File: src/rtl/sha256_msg_sched.sv
// sha256_msg_sched
//   SHA-256 message-schedule generator. It loads one 512-bit block as 16
//   big-endian 32-bit words, then streams the 64 (W[t], K[t], t) tuples to the
//   round stage, one per valid/ready handshake. A 16-word sliding window keeps
//   the most recent schedule words, and a 64-entry ROM holds the round constants.
// Ports
//   ACLK      : clock
//   ARST      : synchronous active-high reset; aborts any block in progress
//   IN_VALID  : IN_WORD valid
//   IN_READY  : block accepts a message word (LOAD only)
//   IN_WORD   : message word M[i], i = 0..15 in arrival order
//   OUT_VALID : OUT_W/OUT_K/OUT_T valid (RUN only)
//   OUT_READY : round stage consumes the current tuple
//   OUT_W     : W[t]
//   OUT_K     : K[t]
//   OUT_T     : round index t
//   OUT_LAST  : high with OUT_VALID when t == 63
//   BUSY      : high in RUN
module sha256_msg_sched (
  input  logic        ACLK,
  input  logic        ARST,
  input  logic        IN_VALID,
  output logic        IN_READY,
  input  logic [31:0] IN_WORD,
  output logic        OUT_VALID,
  input  logic        OUT_READY,
  output logic [31:0] OUT_W,
  output logic [31:0] OUT_K,
  output logic [5:0]  OUT_T,
  output logic        OUT_LAST,
  output logic        BUSY
);

  typedef enum logic [0:0] {ST_LOAD = 1'b0, ST_RUN = 1'b1} state_t;

  localparam logic [31:0] KROM [64] = '{
    32'h428a2f98, 32'h71374491, 32'hb5c0fbcf, 32'he9b5dba5, 32'h3956c25b, 32'h59f111f1, 32'h923f82a4, 32'hab1c5ed5,
    32'hd807aa98, 32'h12835b01, 32'h243185be, 32'h550c7dc3, 32'h72be5d74, 32'h80deb1fe, 32'h9bdc06a7, 32'hc19bf174,
    32'he49b69c1, 32'hefbe4786, 32'h0fc19dc6, 32'h240ca1cc, 32'h2de92c6f, 32'h4a7484aa, 32'h5cb0a9dc, 32'h76f988da,
    32'h983e5152, 32'ha831c66d, 32'hb00327c8, 32'hbf597fc7, 32'hc6e00bf3, 32'hd5a79147, 32'h06ca6351, 32'h14292967,
    32'h27b70a85, 32'h2e1b2138, 32'h4d2c6dfc, 32'h53380d13, 32'h650a7354, 32'h766a0abb, 32'h81c2c92e, 32'h92722c85,
    32'ha2bfe8a1, 32'ha81a664b, 32'hc24b8b70, 32'hc76c51a3, 32'hd192e819, 32'hd6990624, 32'hf40e3585, 32'h106aa070,
    32'h19a4c116, 32'h1e376c08, 32'h2748774c, 32'h34b0bcb5, 32'h391c0cb3, 32'h4ed8aa4a, 32'h5b9cca4f, 32'h682e6ff3,
    32'h748f82ee, 32'h78a5636f, 32'h84c87814, 32'h8cc70208, 32'h90befffa, 32'ha4506ceb, 32'hbef9a3f7, 32'hc67178f2
  };

  // sigma0: ROTR7 ^ ROTR18 ^ SHR3
  function automatic logic [31:0] sig0(input logic [31:0] x);
    return {x[6:0], x[31:7]} ^ {x[17:0], x[31:18]} ^ {3'b000, x[31:3]};
  endfunction

  // sigma1: ROTR17 ^ ROTR19 ^ SHR10
  function automatic logic [31:0] sig1(input logic [31:0] x);
    return {x[16:0], x[31:17]} ^ {x[18:0], x[31:19]} ^ {10'b0000000000, x[31:10]};
  endfunction

  state_t      state_r, state_s;
  logic [3:0]  cnt_r, cnt_s;
  logic [5:0]  t_r, t_s;
  logic [31:0] w_r [16];
  logic [31:0] w_new_s;
  logic        load_en_s, shift_en_s;
  logic        in_ready_r, in_ready_s;
  logic        out_valid_r, out_valid_s;
  logic        out_last_r, out_last_s;
  logic        busy_r, busy_s;
  logic [31:0] k_r, k_s;

  // Next-state logic; the registered outputs are derived from the next state so
  // that every output port comes straight from a flop.
  always_comb begin
    state_s    = state_r;
    cnt_s      = cnt_r;
    t_s        = t_r;
    load_en_s  = 1'b0;
    shift_en_s = 1'b0;
    case (state_r)
      ST_LOAD: begin
        if (IN_VALID && in_ready_r) begin
          load_en_s = 1'b1;
          if (cnt_r == 4'd15) begin
            state_s = ST_RUN;
            cnt_s   = 4'd0;
            t_s     = 6'd0;
          end else begin
            cnt_s = cnt_r + 4'd1;
          end
        end else begin
          cnt_s = cnt_r;
        end
      end
      ST_RUN: begin
        if (out_valid_r && OUT_READY) begin
          shift_en_s = 1'b1;
          if (t_r == 6'd63) begin
            state_s = ST_LOAD;
            cnt_s   = 4'd0;
            t_s     = 6'd0;
          end else begin
            t_s = t_r + 6'd1;
          end
        end else begin
          t_s = t_r;
        end
      end
      default: begin
        state_s = ST_LOAD;
        cnt_s   = 4'd0;
        t_s     = 6'd0;
      end
    endcase
    in_ready_s  = (state_s == ST_LOAD);
    out_valid_s = (state_s == ST_RUN);
    busy_s      = (state_s == ST_RUN);
    out_last_s  = (state_s == ST_RUN) && (t_s == 6'd63);
    k_s         = KROM[t_s];
  end

  // Next schedule word; words appended after t = 47 are never emitted but the
  // update stays uniform to keep the datapath simple.
  always_comb begin
    w_new_s = sig1(w_r[14]) + w_r[9] + sig0(w_r[1]) + w_r[0];
  end

  // Control state and registered output flags.
  always_ff @(posedge ACLK) begin
    if (ARST) begin
      state_r     <= ST_LOAD;
      cnt_r       <= 4'd0;
      t_r         <= 6'd0;
      in_ready_r  <= 1'b1;
      out_valid_r <= 1'b0;
      out_last_r  <= 1'b0;
      busy_r      <= 1'b0;
      k_r         <= KROM[0];
    end else begin
      state_r     <= state_s;
      cnt_r       <= cnt_s;
      t_r         <= t_s;
      in_ready_r  <= in_ready_s;
      out_valid_r <= out_valid_s;
      out_last_r  <= out_last_s;
      busy_r      <= busy_s;
      k_r         <= k_s;
    end
  end

  // Sliding window: filled by index during LOAD, shifted toward w[0] on each
  // RUN transfer so that w[0] is always the word being presented.
  always_ff @(posedge ACLK) begin
    if (ARST) begin
      for (int i = 0; i < 16; i++) begin
        w_r[i] <= 32'h00000000;
      end
    end else if (load_en_s) begin
      w_r[cnt_r] <= IN_WORD;
    end else if (shift_en_s) begin
      for (int i = 0; i < 15; i++) begin
        w_r[i] <= w_r[i+1];
      end
      w_r[15] <= w_new_s;
    end else begin
      for (int i = 0; i < 16; i++) begin
        w_r[i] <= w_r[i];
      end
    end
  end

  assign IN_READY  = in_ready_r;
  assign OUT_VALID = out_valid_r;
  assign OUT_W     = w_r[0];
  assign OUT_K     = k_r;
  assign OUT_T     = t_r;
  assign OUT_LAST  = out_last_r;
  assign BUSY      = busy_r;

endmodule
File: config.mk
export PLATFORM = sky130hd
export DESIGN_NAME = sha256_msg_sched
export DESIGN_NICKNAME = d
export VERILOG_FILES = /design/src/rtl/sha256_msg_sched.sv
export SDC_FILE = /design/constraint.sdc
export NUM_CORES = 1
export LEC_CHECK = 0
export BUFFER_PORTS_ARGS = -buffer_cell sky130_fd_sc_hd__buf_2
export CAP_MARGIN = 20
export CORE_MARGIN = 2
export CORE_UTILIZATION = 50
export DETAILED_ROUTE_END_ITERATION = 12
export PLACE_DENSITY = 0.78
export RECOVER_POWER = 50
export SYNTH_ARGS = -nofsm -noshare
export SYNTH_HDL_FRONTEND = slang
export SYNTH_SLANG_ARGS = --single-unit
File: constraint.sdc
create_clock -name ACLK -period 9.4 [get_ports ACLK]
set_input_delay 0.94 -clock ACLK [delete_from_list [all_inputs] [get_ports ACLK]]
set_output_delay 0.94 -clock ACLK [all_outputs]
set_load 0.01 [all_outputs]
[Word level (Yosys, flattened, before mapping)]
Memories as Yosys holds them, arrays and structs flattened. A register that Yosys moved wholly into a read port is not among the register bits.
Index checks and enable logic that the tools add are counted.
Cells by class
  muxes and demuxes: 67
  bitwise operators: 39
  $add $sub $neg: 5
  equal/unequal tests: 6
  reductions and logical operators: 5
Operators with widths (number)
  $mux W32: 33
  $add A32 B32 Y32: 3
  $xor A32 B32 Y32: 2
  $or A1 B1 Y1: 32
  $reduce_or A32 Y1: 1
  $xor A32 B22 Y32: 1
  $xor A32 B29 Y32: 1
  $mux W6: 4
  $mux W1: 22
  $mux W4: 5
  $eq A6 B6 Y1 const B: 2
  $pmux W6 S2: 1
  $pmux W4 S2: 1
  $not A6 Y7: 1
  $add A6 B1 Y6 const B: 1
  $add A4 B1 Y4 const B: 1
  $eq A4 B4 Y1 const B: 1
  $ne A2 B1 Y1 const B: 2
  $logic_and A1 B1 Y1: 3
  $reduce_and A3 Y1: 1
  $ne A2 B2 Y1 const B: 1
  $not A1 Y1: 2
  $pmux W1 S2: 1
Storage, ports and cells
  word-level logic and storage cells: 129
  memories: 2
  input bits: 36
  output and inout bits: 74
  ROM bits: 2048
  memory bits (writable): 512
  register bits: 13
Memory list
  (no name shown): depth 64, bits a word 32, rd ports 1, clocked after Yosys merged registers in 1, write ports 0, line 116  | k_s = KROM[t_s];
  w_r: depth 16, bits a word 32, rd ports 16, clocked after Yosys merged registers in 0, write ports 16, line 60  | logic [31:0] w_r [16];

[Longest topological paths before layout]
  word-level depth: 10
  mapped depth: 17
  gate-level depth less buffers: 17

[Least setup slack after synthesis]
No wires, ideal clock.
  kind: reg-to-reg
  start: memory w_r[1][17]
  end: memory w_r[15][25], data pin
  buffers on the path: 1
  library setup time: 0.257 ns
  required time: 9.143 ns
  clock period less this slack: 4.195 ns
  arrival: 3.938 ns
  cell stages (with the launch flop): 16
  slack: 5.205 ns
  cell sequence: edfxtp_1 -> xnor2_1 -> xnor2_1 -> fa_1 -> inv_1 -> fa_1 -> inv_1 -> ha_1 -> buf_6 -> a21o_1 -> a221o_1 -> a221oi_2 -> a211oi_1 -> or3_1 -> a211o_1 -> a32o_1
RTL lines (line)
  start: declaration: 60

[Worst setup path after layout]
  start: register cnt_r[0]
  end: register k_r[17] (netlist: OUT_K[17])
Between the ends
  word-level cells in the longest chain between the ends: 5
RTL lines
  start: declaration: line 58  | logic [3:0] cnt_r, cnt_s;
  start signal: assignment: line 138  | cnt_r <= cnt_s;
  $eq A4 B4 Y1: line 81  | if (cnt_r == 4'd15) begin
  $mux W6: line 81
  $mux W6: line 79  | if (IN_VALID && in_ready_r) begin
  $pmux W6 S2: line 77  | case (state_r)
  $not A6 Y7 (not written as such): line 116
  end: declaration: line 67  | logic [31:0] k_r, k_s;
Every way passes these cells.
A chain may end at the register's enable or synchronous reset.

==> reports/qor.txt <==
Starting Density = 0.5064
Post-Route WL = 107200 um
asr flop ratio synth = 0
Hold Vio Cnt, Final = 0
RSZ-0062 raised after global routing = false
# diodes = 0
CP max FO = 68
Clock Power Share = 0.289
max cap viols = 20
Core ar. = 60360 um2
first-pass detailed-route iteration total = 6
Post-CTS Hold Fix Bufs = 0
Inst Count DP = 3479
WL/cell = 29.85 um
Clock Path Buffers = 3
Slew Limit Fails = 885
Post-synth EDFFs = 512
Psw = 0.002570 W
via count = 23.86k
sequential power share = 0.406
Post-Synth XOR/XNOR Area = 0.04241
clk_lat worst skew = 660 ps
startpoint types = flop
Fill cells = 5157
Slew HR = -2.025
first-pass GRT wire length = 156100 um
failing checks = max-capacitance violations, max-slew violations
Buffers on Ports = 109
CTS Buf Count = 57
Adder-Cell Fraction of Synth Area = 0.06272
Logic pwr share = 0.304
top_reg_cell synth = edfxtp_1
WS Path Type = flop to flop
dpl hpwl = 73370 um
initial antenna violation count = 3
Worst Tran Pin Value = 4537 ps
fin nets = 2919
GRT Total Usage = 0.3351
vias per cell = 6.644
CP max-delay cell = clkbuf_1
Yosys reg bits = 557
FMAX = 0.1659 GHz
# H-tree levels = 2
final setup violation count = 0
Final Non-Filler Cells = 3591
CTS clk-pin slew, worst paths = 60 ps
Layout area overhead = 8.339%
CP Buf/Inv Count = 1
drt initial violations = 3146
Switching Fraction = 0.3384
crit-path leading delay family = buffers and inverters
Post-DP Area = 31500 um2
DIE WIDTH = 251.2 um
maximum vdd drop = 0.0001605 V
Compound-Gate Fraction of Synth Area = 0.2110
Seq/Total Area, Yosys = 0.5325
Synth cell types = 85
largest family of logic cells by synthesized area = compound AO/OA/AOI/OAI gates
residual DRC count = 0
CTS tree = built
leakage power = 12.01 nW
grt ovf = 0
crit path time final = 6027 ps
worst setup slack after layout = 3373 ps
syn_area_per_cell = 10.82 um2
clk sink count = 557
Netlist Area Pre-Place = 30560 um2
R2R Setup Slk = 3370 ps
post-CTS setup buffers = 0
Boundary Pins = 110
syn_nets = 2976
Hold WC Path Type = flop to flop
largest net degree at the start of global routing = 225
GPL Wtd Cong = 1.033
Cells after Synth = 2824
die height = 251.2 um
crit path capture type = flop
post-cts resize count = 0
worst clock skew = 59.69 ps
post-route ant nets = 0
Setup WS pre-CTS = 4577 ps
root buf cell = clkbuf_16
vias in the first global route = 22.78k
run status = finished with violations
setup_tns = 0 ps
Req. time, crit path = 9860 ps
multiplexer share of the synthesized area = 0.0009825
# rows = 90
simple-gate area share of the yosys netlist = 0.09240
Power Internal = 0.005024 W
design area = 33110 um2
Yosys Warn Count = 0
layout cells sized above 1 = 0.06444
worst path cell trace = ha_1 -> and3_1 -> a31oi_1 -> o21a_1 -> nor2_4 -> clkbuf_1 -> nand2_1 -> a311oi_1 -> a211oi_1
crit-path max cell delay = 2390 ps
CP arrival = 6480 ps
final worst-path cycle share = 0.6411
PD cells = 229.3 nW/um2
Die ar. = 63120 um2
logic make-up (layout without fill, tap and decap cells):
| logic type | Yosys count | after routing |
|---|---|---|
| XOR/XNOR | 148 | 148 |
| flip-flops | 557 | 557 |
| buffers and inverters | 445 | 430 |
| AO/OA/AOI/OAI | 901 | 901 |
| multiplexers | 3 | 3 |
| adder cells (fa/ha/maj) | 116 | 116 |
| AND/OR/NAND/NOR | 654 | 654 |
area by class of cell:
cell class | count | area (um2) | share of cell area
clock buffer | 72 | 1483 | 0.04478
sequential | 557 | 16280 | 0.4915
inverter | 165 | 620.6 | 0.01874
multi-input combinational | 1822 | 12570 | 0.3795
tap | 782 | 978.4 | 0.02955
timing repair buffer | 164 | 903.4 | 0.02728
clock inverter | 29 | 285.3 | 0.008615
cell usage after synthesis (all sizes together) (6+ instances only):
cell type	n	share of area
edfxtp	512	0.50
nand2	441	0.054
a22o	325	0.093
o21ai	249	0.041
clkbuf	184	0.023
inv	165	0.020
xnor2	121	0.035
a21oi	106	0.018
buf	96	0.015
fa	62	0.041
ha	54	0.022
nor2	52	0.0067
dfxtp	45	0.029
nand3	39	0.0064
nor3	29	0.0051
o211ai	28	0.0069
xor2	27	0.0077
and2	21	0.0043
a211oi	20	0.0049
a21o	18	0.0044
a31oi	18	0.0042
or3	12	0.0025
nand4	11	0.0023
and3	10	0.0021
o221ai	10	0.0029
a211o	9	0.0026
a221oi	9	0.0028
a311oi	9	0.0026
o31ai	9	0.0022
nor4	8	0.0016
o22ai	8	0.0016
o32ai	8	0.0023
nor3b	7	0.0017
a21boi	6	0.0015
a32o	6	0.0020
a32oi	6	0.0017
nand2b	6	0.0012
nor2b	6	0.0012
o21bai	6	0.0015
o31a	6	0.0017
worst register-to-register path: cells and delay by family (launching register included):
kind            cells  cell delay [ps]
fa+ha+maj           1              430
simple gates        3             1100
flops               1              440
buf+inv             1             2390
compound gates      4             1480
metal layers:
metal  GRT usage  wire (um)
met3     0.06378      11170
met1      0.4510      41370
met5           0         21
met4      0.1350       4954
met2      0.5368      49670
layout by cell type (no fill, tap or decap), types with 27 or more instances in the layout:
cell	instances
nand2_1	439
xor2_1	27
edfxtp_1	512
buf_2	35
fa_1	62
nand3_1	39
o21ai_0	239
inv_1	161
xnor2_1	121
a22o_1	325
clkbuf_1	111
ha_1	54
clkbuf_16	57
a21oi_1	99
dfxtp_1	45
nor2_1	48
o211ai_1	28
through the flow:
step,hold slack [ps],power [W],utilization
final,506.9,0.007594,0.5486
after global routing,538.2,0.007916,0.5486
after CTS,508.0,0.007566,0.5511
after detailed placement,526.9,0.005384,0.5218
after global placement,520.6,0.005372,0.5207
after floorplan,518.6,0.004659,-
power by group through the flow:
stage          Clock [W]  Sequential [W]  Combinational (W)
6_report         0.00220         0.00309            0.00231
5_1_grt          0.00230         0.00309            0.00252
4_1_cts          0.00221         0.00308            0.00228
3_5_place_dp           0         0.00313            0.00226
3_3_place_gp           0         0.00312            0.00225
2_1_floorplan          0         0.00307            0.00159
sequential cells by signal, indices dropped and copies added, names as in the netlist:
name      flops
IN_READY      1
BUSY          1
OUT_K        32
w_r         512
cnt_r         4
OUT_LAST      1
OUT_T         6
path summary, 6_finish.rpt:
check                                start        end  depth (start not counted)
worst max-delay path              cnt_r[0]  OUT_K[17]                          9
worst min-delay path            w_r[10][6]  w_r[9][6]                          1
worst max register to register    cnt_r[0]  OUT_K[17]                          9
worst min register to register  w_r[10][6]  w_r[9][6]                          1
Power figures use the tool's default switching activity.
